**config.mk**
```make
export PLATFORM = sky130hd
export DESIGN_NAME = multicycle_controller_flat
export DESIGN_NICKNAME = d
export VERILOG_FILES = /design/src/rtl/multicycle_controller_if.sv /design/src/rtl/multicycle_controller.sv /design/src/flat_wrapper.sv
export SDC_FILE = /design/constraint.sdc
export NUM_CORES = 1
export LEC_CHECK = 0
export CORE_MARGIN = 2
export CORE_UTILIZATION = 42
export CTS_CLUSTER_DIAMETER = 40
export DETAILED_ROUTE_END_ITERATION = 8
export PLACE_DENSITY = 0.8
export SYNTH_ARGS = -nofsm -noshare
export SYNTH_HDL_FRONTEND = slang
export SYNTH_SLANG_ARGS = --single-unit
```
**constraint.sdc**
```tcl
create_clock -name clk -period 1.49 [get_ports clk]
set_input_delay 0.298 -clock clk [delete_from_list [all_inputs] [get_ports clk]]
set_output_delay 0.298 -clock clk [all_outputs]
set_load 0.1 [all_outputs]
```
**src/rtl/multicycle_controller_if.sv**
```systemverilog
// Control bundle between the multicycle controller and the RV32I datapath.
// The controller is the master: it reads decode fields and status, and drives selects and strobes.
interface multicycle_controller_if #(
    parameter int IMMSRC_W = 3
);
    logic [6:0]          op;
    logic [2:0]          funct3;
    logic                Zero;
    logic                MemReady;
    logic                MemReq;
    logic                PCWrite;
    logic                AdrSrc;
    logic                MemWrite;
    logic                IRWrite;
    logic                RegWrite;
    logic [1:0]          ResultSrc;
    logic [1:0]          ALUSrcA;
    logic [1:0]          ALUSrcB;
    logic [1:0]          ALUOp;
    logic [IMMSRC_W-1:0] ImmSrc;
    logic                Illegal;
    logic                Halted;
    logic                InstrDone;

    modport master (
        input  op, funct3, Zero, MemReady,
        output MemReq, PCWrite, AdrSrc, MemWrite, IRWrite, RegWrite,
               ResultSrc, ALUSrcA, ALUSrcB, ALUOp, ImmSrc, Illegal, Halted, InstrDone
    );

    modport slave (
        output op, funct3, Zero, MemReady,
        input  MemReq, PCWrite, AdrSrc, MemWrite, IRWrite, RegWrite,
               ResultSrc, ALUSrcA, ALUSrcB, ALUOp, ImmSrc, Illegal, Halted, InstrDone
    );
endinterface

```
**src/rtl/multicycle_controller.sv**
```systemverilog
// Moore sequencing controller for the multicycle RV32I core, with memory wait states,
// illegal-opcode trap/halt and a retire pulse at the last state of every instruction.
module multicycle_controller #(
    parameter bit MEM_WAIT_EN  = 1'b1,
    parameter bit TRAP_ILLEGAL = 1'b1,
    parameter int IMMSRC_W     = 3
) (
    input  logic                   clk,
    input  logic                   reset,
    multicycle_controller_if.master bus
);
    localparam logic [3:0] FETCH    = 4'd0;
    localparam logic [3:0] DECODE   = 4'd1;
    localparam logic [3:0] MEMADR   = 4'd2;
    localparam logic [3:0] MEMREAD  = 4'd3;
    localparam logic [3:0] MEMWB    = 4'd4;
    localparam logic [3:0] MEMWRITE = 4'd5;
    localparam logic [3:0] EXECR    = 4'd6;
    localparam logic [3:0] EXECI    = 4'd7;
    localparam logic [3:0] ALUWB    = 4'd8;
    localparam logic [3:0] BRANCH   = 4'd9;
    localparam logic [3:0] JAL      = 4'd10;
    localparam logic [3:0] JALR     = 4'd11;
    localparam logic [3:0] JALRWB   = 4'd12;
    localparam logic [3:0] UTYPE    = 4'd13;
    localparam logic [3:0] HALT     = 4'd14;

    localparam logic [6:0] OP_LOAD   = 7'b0000011;
    localparam logic [6:0] OP_STORE  = 7'b0100011;
    localparam logic [6:0] OP_RTYPE  = 7'b0110011;
    localparam logic [6:0] OP_ITYPE  = 7'b0010011;
    localparam logic [6:0] OP_BRANCH = 7'b1100011;
    localparam logic [6:0] OP_JAL    = 7'b1101111;
    localparam logic [6:0] OP_JALR   = 7'b1100111;
    localparam logic [6:0] OP_LUI    = 7'b0110111;
    localparam logic [6:0] OP_AUIPC  = 7'b0010111;

    logic [3:0] state, nextState;
    logic       stall;
    logic       pcUpdate, branch, taken;
    logic       memReq, adrSrc, memWrite, irWrite, regWrite, illegal, instrDone;
    logic [1:0] resultSrc, srcA, srcB, aluOp;
    logic [IMMSRC_W-1:0] immSrc;

    assign stall = MEM_WAIT_EN && !bus.MemReady;
    assign taken = bus.Zero ^ bus.funct3[0];

    always_ff @(posedge clk or posedge reset) begin
        if (reset) state <= FETCH;
        else       state <= nextState;
    end

    always_comb begin
        nextState = state;
        pcUpdate  = 1'b0;
        branch    = 1'b0;
        memReq    = 1'b0;
        adrSrc    = 1'b0;
        memWrite  = 1'b0;
        irWrite   = 1'b0;
        regWrite  = 1'b0;
        illegal   = 1'b0;
        instrDone = 1'b0;
        resultSrc = 2'b00;
        srcA      = 2'b00;
        srcB      = 2'b00;
        aluOp     = 2'b00;
        case (state)
            FETCH: begin
                memReq    = 1'b1;
                srcB      = 2'b10;
                resultSrc = 2'b10;
                irWrite   = !stall;
                pcUpdate  = !stall;
                if (!stall) nextState = DECODE;
            end
            DECODE: begin
                srcA = 2'b01;
                srcB = 2'b01;
                case (bus.op)
                    OP_LOAD, OP_STORE: nextState = MEMADR;
                    OP_RTYPE:          nextState = EXECR;
                    OP_ITYPE:          nextState = EXECI;
                    OP_BRANCH:         nextState = BRANCH;
                    OP_JAL:            nextState = JAL;
                    OP_JALR:           nextState = JALR;
                    OP_LUI, OP_AUIPC:  nextState = UTYPE;
                    default: begin
                        illegal   = 1'b1;
                        nextState = TRAP_ILLEGAL ? HALT : FETCH;
                    end
                endcase
            end
            MEMADR: begin
                srcA      = 2'b10;
                srcB      = 2'b01;
                nextState = (bus.op == OP_LOAD) ? MEMREAD : MEMWRITE;
            end
            MEMREAD: begin
                memReq = 1'b1;
                adrSrc = 1'b1;
                if (!stall) nextState = MEMWB;
            end
            MEMWB: begin
                resultSrc = 2'b01;
                regWrite  = 1'b1;
                instrDone = 1'b1;
                nextState = FETCH;
            end
            // The write strobe and retire pulse wait for the accepting cycle so a stall never repeats them.
            MEMWRITE: begin
                memReq    = 1'b1;
                adrSrc    = 1'b1;
                memWrite  = !stall;
                instrDone = !stall;
                if (!stall) nextState = FETCH;
            end
            EXECR: begin
                srcA      = 2'b10;
                aluOp     = 2'b10;
                nextState = ALUWB;
            end
            EXECI: begin
                srcA      = 2'b10;
                srcB      = 2'b01;
                aluOp     = 2'b10;
                nextState = ALUWB;
            end
            ALUWB: begin
                regWrite  = 1'b1;
                instrDone = 1'b1;
                nextState = FETCH;
            end
            BRANCH: begin
                srcA      = 2'b10;
                aluOp     = 2'b01;
                branch    = 1'b1;
                instrDone = 1'b1;
                nextState = FETCH;
            end
            JAL: begin
                srcA      = 2'b01;
                srcB      = 2'b10;
                pcUpdate  = 1'b1;
                nextState = ALUWB;
            end
            JALR: begin
                srcA      = 2'b10;
                srcB      = 2'b01;
                resultSrc = 2'b10;
                pcUpdate  = 1'b1;
                nextState = JALRWB;
            end
            JALRWB: begin
                srcA      = 2'b01;
                srcB      = 2'b10;
                resultSrc = 2'b10;
                regWrite  = 1'b1;
                instrDone = 1'b1;
                nextState = FETCH;
            end
            UTYPE: begin
                srcA      = bus.op[5] ? 2'b11 : 2'b01;
                srcB      = 2'b01;
                nextState = ALUWB;
            end
            HALT:    nextState = HALT;
            default: nextState = FETCH;
        endcase
    end

    // U-type shares the S-type slot when only two ImmSrc bits are available.
    always_comb begin
        immSrc = '0;
        case (bus.op)
            OP_LOAD, OP_ITYPE, OP_JALR: immSrc = '0;
            OP_STORE:                   immSrc = IMMSRC_W'(1);
            OP_BRANCH:                  immSrc = IMMSRC_W'(2);
            OP_JAL:                     immSrc = IMMSRC_W'(3);
            OP_LUI, OP_AUIPC:           immSrc = (IMMSRC_W == 2) ? IMMSRC_W'(1) : IMMSRC_W'(4);
            default:                    immSrc = '0;
        endcase
    end

    assign bus.PCWrite   = !reset && (pcUpdate || (branch && taken));
    assign bus.MemReq    = !reset && memReq;
    assign bus.MemWrite  = !reset && memWrite;
    assign bus.IRWrite   = !reset && irWrite;
    assign bus.RegWrite  = !reset && regWrite;
    assign bus.Illegal   = !reset && illegal;
    assign bus.InstrDone = !reset && instrDone;
    assign bus.AdrSrc    = adrSrc;
    assign bus.ResultSrc = resultSrc;
    assign bus.ALUSrcA   = srcA;
    assign bus.ALUSrcB   = srcB;
    assign bus.ALUOp     = aluOp;
    assign bus.ImmSrc    = immSrc;
    assign bus.Halted    = (state == HALT);
endmodule

```
**src/flat_wrapper.sv**
```systemverilog
// flat-port wrapper written by rule: the top's interface ports become plain ports
module multicycle_controller_flat 
#(
    parameter bit MEM_WAIT_EN  = 1'b1,
    parameter bit TRAP_ILLEGAL = 1'b1,
    parameter int IMMSRC_W     = 3
)
  (clk, reset, bus_op, bus_funct3, bus_Zero, bus_MemReady, bus_MemReq, bus_PCWrite, bus_AdrSrc, bus_MemWrite, bus_IRWrite, bus_RegWrite, bus_ResultSrc, bus_ALUSrcA, bus_ALUSrcB, bus_ALUOp, bus_ImmSrc, bus_Illegal, bus_Halted, bus_InstrDone);
  multicycle_controller_if #(.IMMSRC_W(IMMSRC_W)) bus_i ();
  input  logic clk;
  input  logic reset;
  input wire logic [$bits(bus_i.op)-1:0] bus_op;
  input wire logic [$bits(bus_i.funct3)-1:0] bus_funct3;
  input wire logic [$bits(bus_i.Zero)-1:0] bus_Zero;
  input wire logic [$bits(bus_i.MemReady)-1:0] bus_MemReady;
  output wire logic [$bits(bus_i.MemReq)-1:0] bus_MemReq;
  output wire logic [$bits(bus_i.PCWrite)-1:0] bus_PCWrite;
  output wire logic [$bits(bus_i.AdrSrc)-1:0] bus_AdrSrc;
  output wire logic [$bits(bus_i.MemWrite)-1:0] bus_MemWrite;
  output wire logic [$bits(bus_i.IRWrite)-1:0] bus_IRWrite;
  output wire logic [$bits(bus_i.RegWrite)-1:0] bus_RegWrite;
  output wire logic [$bits(bus_i.ResultSrc)-1:0] bus_ResultSrc;
  output wire logic [$bits(bus_i.ALUSrcA)-1:0] bus_ALUSrcA;
  output wire logic [$bits(bus_i.ALUSrcB)-1:0] bus_ALUSrcB;
  output wire logic [$bits(bus_i.ALUOp)-1:0] bus_ALUOp;
  output wire logic [$bits(bus_i.ImmSrc)-1:0] bus_ImmSrc;
  output wire logic [$bits(bus_i.Illegal)-1:0] bus_Illegal;
  output wire logic [$bits(bus_i.Halted)-1:0] bus_Halted;
  output wire logic [$bits(bus_i.InstrDone)-1:0] bus_InstrDone;
  assign bus_i.op = bus_op;
  assign bus_i.funct3 = bus_funct3;
  assign bus_i.Zero = bus_Zero;
  assign bus_i.MemReady = bus_MemReady;
  assign bus_MemReq = bus_i.MemReq;
  assign bus_PCWrite = bus_i.PCWrite;
  assign bus_AdrSrc = bus_i.AdrSrc;
  assign bus_MemWrite = bus_i.MemWrite;
  assign bus_IRWrite = bus_i.IRWrite;
  assign bus_RegWrite = bus_i.RegWrite;
  assign bus_ResultSrc = bus_i.ResultSrc;
  assign bus_ALUSrcA = bus_i.ALUSrcA;
  assign bus_ALUSrcB = bus_i.ALUSrcB;
  assign bus_ALUOp = bus_i.ALUOp;
  assign bus_ImmSrc = bus_i.ImmSrc;
  assign bus_Illegal = bus_i.Illegal;
  assign bus_Halted = bus_i.Halted;
  assign bus_InstrDone = bus_i.InstrDone;
  multicycle_controller #(.MEM_WAIT_EN(MEM_WAIT_EN), .TRAP_ILLEGAL(TRAP_ILLEGAL), .IMMSRC_W(IMMSRC_W)) u_core (.clk(clk), .reset(reset), .bus(bus_i));
endmodule
```
==> results of run 1 <==
metrics by stage:
| stage | setup slack, ps | instance area [sq um] | setup TNS, ps | hold slack (ps) |
|---|---|---|---|---|
| after global placement | -469 | 1960 | -4880 | 509 |
| after floorplan | -990 | 1110 | -6050 | 72.1 |
cell families after synthesis:
family                 count (synthesis)  synth area share
XOR/XNOR                               5            0.0648
multiplexers                           1            0.0126
buffers and inverters                 14            0.0948
AO/OA/AOI/OAI                         34             0.292
flip-flops                             4             0.126
AND/OR/NAND/NOR                       58             0.409
==> metrics.yaml, run 1 <==
synthFlopType: "dfrtp_1"
syn_area_sq_um: 792
pin_count: 34
synth.top_cell.area_share: 0.126
start_util: 0.454
rows: 15
synth_edf_count: 0
status: "stopped before the end"
gp_congestion: 0.880
port_buffers: 31
netlist.top_cell.by_area: "dfrtp_1"
yosysSeqAreaShare: 0.126
die-width_um: 47.4
synth_warnings: 0
synth_most_common_cell: "nand2_1"
yosysUniqueCellTypes: 42
die_h_um: 47.4
synth_async_sr_flop_share: 1.00
synthTopCellsByCount: "nand2_1, a21oi_1, nor2_1"
lastStage: "3_5_place_dp"
synthCells: 116
stop_error: "[ERROR DPL-0038] Utilization greater than 100%, impossible to legalize"
syn_nets: 130
ys_ff_latch: 4
avgSynthCellArea_sq_um: 6.83
synthTopCellsByArea: "dfrtp_1, a21oi_1, nand2b_1"
==> inputs of run 2 (changes only) <==
--- a/config.mk
+++ b/config.mk
@@ -5,11 +5,10 @@
 export SDC_FILE = /design/constraint.sdc
 export NUM_CORES = 1
 export LEC_CHECK = 0
-export CORE_MARGIN = 2
-export CORE_UTILIZATION = 42
-export CTS_CLUSTER_DIAMETER = 40
+export CORE_AREA = 2 2 63 65
 export DETAILED_ROUTE_END_ITERATION = 8
-export PLACE_DENSITY = 0.8
+export DIE_AREA = 0 0 65 67
+export PLACE_DENSITY_LB_ADDON = 0.15
 export SYNTH_ARGS = -nofsm -noshare
 export SYNTH_HDL_FRONTEND = slang
 export SYNTH_SLANG_ARGS = --single-unit
==> metrics.yaml, run 2 <==
status: "complete, but fails checks"
violations: "negative setup slack"
cts_tree: "yes"
clk_pin_slew_ps: 30
antenna_found_initial: 0
num_antenna_cells: 0
port_buffers: 31  # unchanged
fmax_mhz: 541
drc: 0
comb_power_share: 0.901
cts_root_buffer: "clkbuf_8"
max-clock-path-buffers: 2
synth_async_sr_flop_share: 1.00  # unchanged
required_ps: 1190
grt_pass1_vias: 1227
cp-end-kind: "output pin"
postRouteAntennaNets: 0
whs_ps: 247
period_share: 1.24
final.setup.worst_slack_ps: -358
worst_pin_slew_ps: 325
clock_sinks: 4
synth_top_family_by_area: "simple AND/OR/NAND/NOR gates"
placed_area_sq_um: 1990
rsz0062_at_grt: "yes"
fin_area_sq_um: 2220
synth_xor_area_frac: 0.0648  # unchanged
hold_violations: 0
yosysSeqAreaShare: 0.126  # unchanged
synthAdderAreaFrac: 0  # unchanged
startpoint_type: "flop"
critPathTopFamily: "simple AND/OR/NAND/NOR gates"
syn_nets: 130  # unchanged
mostFrequentLayoutCell: "buf_4"
rows: 22  # +7
ys_ff_latch: 4  # unchanged
crit_slowest_cell: "dfrtp_4"
fin_crit_ps: 1850
synth_most_common_cell: "nand2_1"
slew_viol_final: 0
arrival_ps: 1550
overflow: 0
cts_buffers: 3
syn_to_final_growth_pct: 180
synthTopCellsByCount: "nand2_1, a21oi_1, nor2_1"
synth_edf_count: 0  # unchanged
grt_first_pass_wirelength_um: 5550
start_util: 0.220  # -0.234
synthTopCellsByArea: "dfrtp_1, a21oi_1, nand2b_1"
drtIter0Drc: 37
wl_um: 3330
reg.largest.list: "u_core.state x4"
grt_usage: 0.160
wl_per_cell_um: 13.3
relSlewSlack: 0.783
max_stage_delay_ps: 550
synth-simple-area-share: 0.409  # unchanged
holdCritPathClass: "in2async"
viasPerCell: 4.73
firstDrtPassIters: 4
die-area_sq_um: 4360
crit_path_cell_trace: "or2_4, nor4_4, or2_4, buf_12"
netlist.top_cell.by_area: "dfrtp_1"
yosysUniqueCellTypes: 42  # unchanged
synthMuxAreaShare: 0.0126  # unchanged
clock_latency_ps: 210
ir_worst_vdd_mv: 0.768
synth_warnings: 0  # unchanged
grt_max_degree: 10
switchingPower_mw: 2.48
power_density_nw_per_um2: 2090
vias: 1182
post-place-cells: 240
p_seq_frac: 0.051
fin_total_pwr_mw: 4.63
power.share.clock: 0.047
finalClockSkew_ps: 2.98
drive_gt1_frac: 0.728
synthCells: 116  # unchanged
power_leakage_nw: 0.925
regMostFlops: "u_core.state"
cp_common_cell: "or2_4"
final_cell_mix: "buf_4, buf_12, buf_6"
cp_max_fo: 8
die-width_um: 65  # +37%
core_area_sq_um: 3610
synthFlopType: "dfrtp_1"
pin_count: 34  # unchanged
dpl.hpwl_um: 2680
netSwitchingFraction: 0.534
syn_area_sq_um: 792  # unchanged
criticalPathCategory: "reg2out"
die_h_um: 67  # +41%
tns_ps: -4660
final-setup-viol-count: 19
crit_buf_inv: 1
post_layout_nonfiller_instances: 250
synth-compound-area-share: 0.292  # unchanged
gp_congestion: 0.823  # -6.5%
largest_register_ffs: 4
finalNetCount: 218
htree_num_levels: 1
internal_power_mw: 2.16
max-cap-violations: 0
synth.top_cell.area_share: 0.126  # unchanged
avgSynthCellArea_sq_um: 6.83  # unchanged
## run 2: metal layers
layer | share of wire | routed length, um | global-route usage
met4 | 0.0054 | 18 | 0.0186
met5 | 0 | 0 | 0
met1 | 0.37 | 1220 | 0.164
met3 | 0.040 | 133 | 0.0169
met2 | 0.59 | 1960 | 0.349
## run 2: worst paths after layout
path | end | slack (ps) | startpoint | cells after the start
hold reg to reg | u_core.state[1]$_DFFE_PP0P_ | 650 | u_core.state[1]$_DFFE_PP0P_ | 2
min in group clk | u_core.state[0]$_DFFE_PP0P_ | 580 | bus_op[0] | 4
max in group asynchronous | u_core.state[0]$_DFFE_PP0P_ | 1130 | reset | 3
setup / recovery | bus_PCWrite | -360 | u_core.state[2]$_DFFE_PP0P_ | 4
setup reg to reg | u_core.state[1]$_DFFE_PP0P_ | -50 | u_core.state[2]$_DFFE_PP0P_ | 5
hold / removal | u_core.state[2]$_DFFE_PP0P_ | 250 | reset | 3
## run 2: logic make-up (layout without fill, tap and decap cells)
kind of cell,Yosys count,in the layout
and+or+nand+nor,58,58
AOI/OAI and AO/OA,34,34
muxes,1,1
buffers and inverters,14,100
DFF,4,4
xor gates and xnor gates,5,5
## run 2: power by group through the flow
stage	Combinational [mW]	Clock (mW)	Sequential, mW
3_5_place_dp	3.83	0	0.271
4_1_cts	4.09	0.224	0.235
2_1_floorplan	2.56	0	0.208
3_3_place_gp	3.78	0	0.273
5_1_grt	4.37	0.237	0.246
6_report	4.17	0.220	0.238
## run 2: cell type report
cell class	count	area, sq um
tap	48	60.1
sequential	4	106
clock buffer	3	41.3
multi-input combinational	98	983
fill	315	1390
inverter	5	18.8
timing repair buffer	92	1010
## run 2: stage by stage
| step | setup WS, ps | utilization |
|---|---|---|
| after floorplan | -990 | - |
| after global placement | -462 | 0.552 |
| after detailed placement | -536 | 0.552 |
| after CTS | -367 | 0.601 |
| after global routing | -416 | 0.615 |
| final | -358 | 0.615 |
## run 2: worst reg2reg max path, stage by stage (launching register included)
cell and delay [ps]:
dfrtp_4 550, or2_4 290, buf_4 140, buf_4 130, o311ai_4 220, a21o_1 140
## run 2: what timing repair did
action	in CTS	in global routing
setup endpoints to repair	24	24
setup buffers	6	2
resized for setup	47	24
hold buffers	0	0
pin swaps	17	9
(Power assumes the default switching activity.)
==> inputs of run 3 (changes only) <==
--- a/config.mk
+++ b/config.mk
@@ -5,6 +5,7 @@
 export SDC_FILE = /design/constraint.sdc
 export NUM_CORES = 1
 export LEC_CHECK = 0
+export CAP_MARGIN = 25
 export CORE_AREA = 2 2 63 65
 export DETAILED_ROUTE_END_ITERATION = 8
 export DIE_AREA = 0 0 65 67
==> results of run 3 <==
No change in the layout: final DEF, timing and power equal those of run 2.
==> inputs of run 4 (changes only) <==
--- a/config.mk
+++ b/config.mk
@@ -9,6 +9,7 @@
 export CORE_AREA = 2 2 63 65
 export DETAILED_ROUTE_END_ITERATION = 8
 export DIE_AREA = 0 0 65 67
+export GPL_TIMING_DRIVEN = 0
 export PLACE_DENSITY_LB_ADDON = 0.15
 export SYNTH_ARGS = -nofsm -noshare
 export SYNTH_HDL_FRONTEND = slang
==> constraint.sdc (replaced) <==
create_clock -name clk -period 1.5 [get_ports clk]
set_input_delay 0.3 -clock clk [delete_from_list [all_inputs] [get_ports clk]]
set_output_delay 0.3 -clock clk [all_outputs]
set_load 0.1 [all_outputs]
==> metrics.yaml, run 4 (synthesis results as in run 2) <==
status: "complete, but fails checks"
violations: "negative setup slack"
port_buffers: 30  # -3.2%
gp_congestion: 0.806  # -2.1%
die_h_um: 67  # unchanged
cp_max_fo: 6  # -2
max-clock-path-buffers: 2  # unchanged
drive_gt1_frac: 0.718  # -0.00949
fin_crit_ps: 1890
postRouteAntennaNets: 0  # unchanged
mostFrequentLayoutCell: "buf_4"
viasPerCell: 4.92  # +4.1%
fillCellCount: 311  # -1.3%
slew_viol_final: 0  # unchanged
cts_root_buffer: "clkbuf_8"
reg.largest.list: "u_core.state x4"
r2r_setup_slack_ps: -30  # +20 ps
final.setup.worst_slack_ps: -390  # -32.0 ps
clk_pin_slew_ps: 30  # about the same
firstDrtPassIters: 4  # unchanged
r2r_end: "u_core.state[2]$_DFFE_PP0P_"
startpoint_type: "flop"
power_density_nw_per_um2: 2270  # +8.8%
antenna_found_initial: 0  # unchanged
dr_wl_met3_um: 111  # -17%
drtIter0Drc: 37  # unchanged
finish.utilization: 0.581  # -0.0337
overflow: 0  # unchanged
clock_sinks: 4  # unchanged
rsz0062_at_grt: "yes"
drc: 0  # unchanged
period_share: 1.26
post-place-cells: 194  # -19%
start_util: 0.220  # unchanged
htree_num_levels: 1  # unchanged
grt_max_degree: 11  # +1
route.met2.wl_um: 1910  # -2.6%
die-width_um: 65  # unchanged
startpoint: "u_core.state[2]$_DFFE_PP0P_"
relSlewSlack: 0.795  # +0.0116
pin_count: 34  # unchanged
worst_pin_slew_ps: 308  # -17.5 ps
cts_tree: "yes"
cp-end-kind: "output pin"
holdCritPathClass: "in2async"
cts_buffers: 3  # unchanged
grt_usage: 0.162  # +0.00167
max-cap-violations: 0  # unchanged
rows: 22  # unchanged
finalClockSkew_ps: 1.03  # -1.94 ps
core_area_sq_um: 3610  # unchanged
grt_pass1_vias: 1173  # -4.4%
final-setup-viol-count: 18  # -1
fin_area_sq_um: 2100  # -5.5%
ff2ff_path_depth: 6  # +1
post_layout_nonfiller_instances: 229  # -8.4%
final_cell_mix: "buf_4, buf_12, buf_6"
power_leakage_nw: 0.836  # -9.6%
finalNetCount: 197  # -9.6%
num_antenna_cells: 0  # unchanged
dpl.hpwl_um: 2220  # -17%
criticalPathCategory: "reg2out"
placed_area_sq_um: 1470  # -26%
fin_total_pwr_mw: 4.76  # +2.8%
required_ps: 1200  # about the same
wl_met1_um: 1380  # +13%
postCtsHoldBufs: 0  # unchanged
arrival_ps: 1590  # +40 ps
grt_first_pass_wirelength_um: 5590  # +0.63%
wl_per_cell_um: 14.8  # +11%
r2r_start: "u_core.state[3]$_DFFE_PP0P_"
die-area_sq_um: 4360  # unchanged
clock_latency_ps: 210  # about the same
regMostFlops: "u_core.state"
largest_register_ffs: 4  # unchanged
vias: 1127  # -4.7%
syn_to_final_growth_pct: 165
routed.top_layer: "met3"
fmax_mhz: 529
wl_um: 3390  # +2.0%
hold_violations: 0  # unchanged
ir_worst_vdd_mv: 0.754  # -1.8%
run 4: how the worst max path moves through the flow:
stage | cells past startpoint | slack (ps) | endpoint
finish | 4 | -390 | bus_PCWrite
global route | 6 | -460 | bus_Illegal
CTS | 6 | -360 | bus_MemReq
detailed placement | 6 | -1760 | bus_PCWrite
global placement | 6 | -1740 | bus_PCWrite
floorplan | 3 | -980 | bus_PCWrite
run 4: through the flow:
step / hold WS, ps / TNS, ps / setup WS, ps
after floorplan: 74.1 / -5930 / -982
after global placement: 817 / -24790 / -1740
after detailed placement: 816 / -25030 / -1760
after CTS: 265 / -4390 / -364
after global routing: 253 / -5680 / -463
final: 230 / -4640 / -390
run 4: critical path, stage by stage (launching register included):
cell	delay, ps
dfrtp_2	450
or2_4	300
nor4_4	290
or2_4	180
buf_12	160
run 4: layer usage:
layer / vias to the layer above / track usage
met4: 0 / 0.0266
met2: 31 / 0.317
met1: 550 / 0.194
met3: 0 / 0.0118
li1: 546 / -
met5: - / 0
run 4: area by class of cell:
class	instances	area (sq um)	share of cell area
clock buffers	3	41.3	0.0197
inverters	5	18.8	0.00896
plain buffers	9	151	0.0722
flip-flops and latches	4	105	0.0501
well taps	48	60.1	0.0287
repair buffers	62	736	0.351
multi-input cells	98	983	0.469
run 4: power by group:
| group | switching [mW] | internal, mW |
|---|---|---|
| sequential | 0.0724 | 0.155 |
| combinational | 2.40 | 1.92 |
| clock | 0.0490 | 0.170 |
run 4: repair_timing:
action,4_1_cts,5_1_grt
gates cloned,0,1
endpoints found under the setup margin,23,21
buffers inserted,25,6
gates resized for setup,227,22
pin swaps,13,5
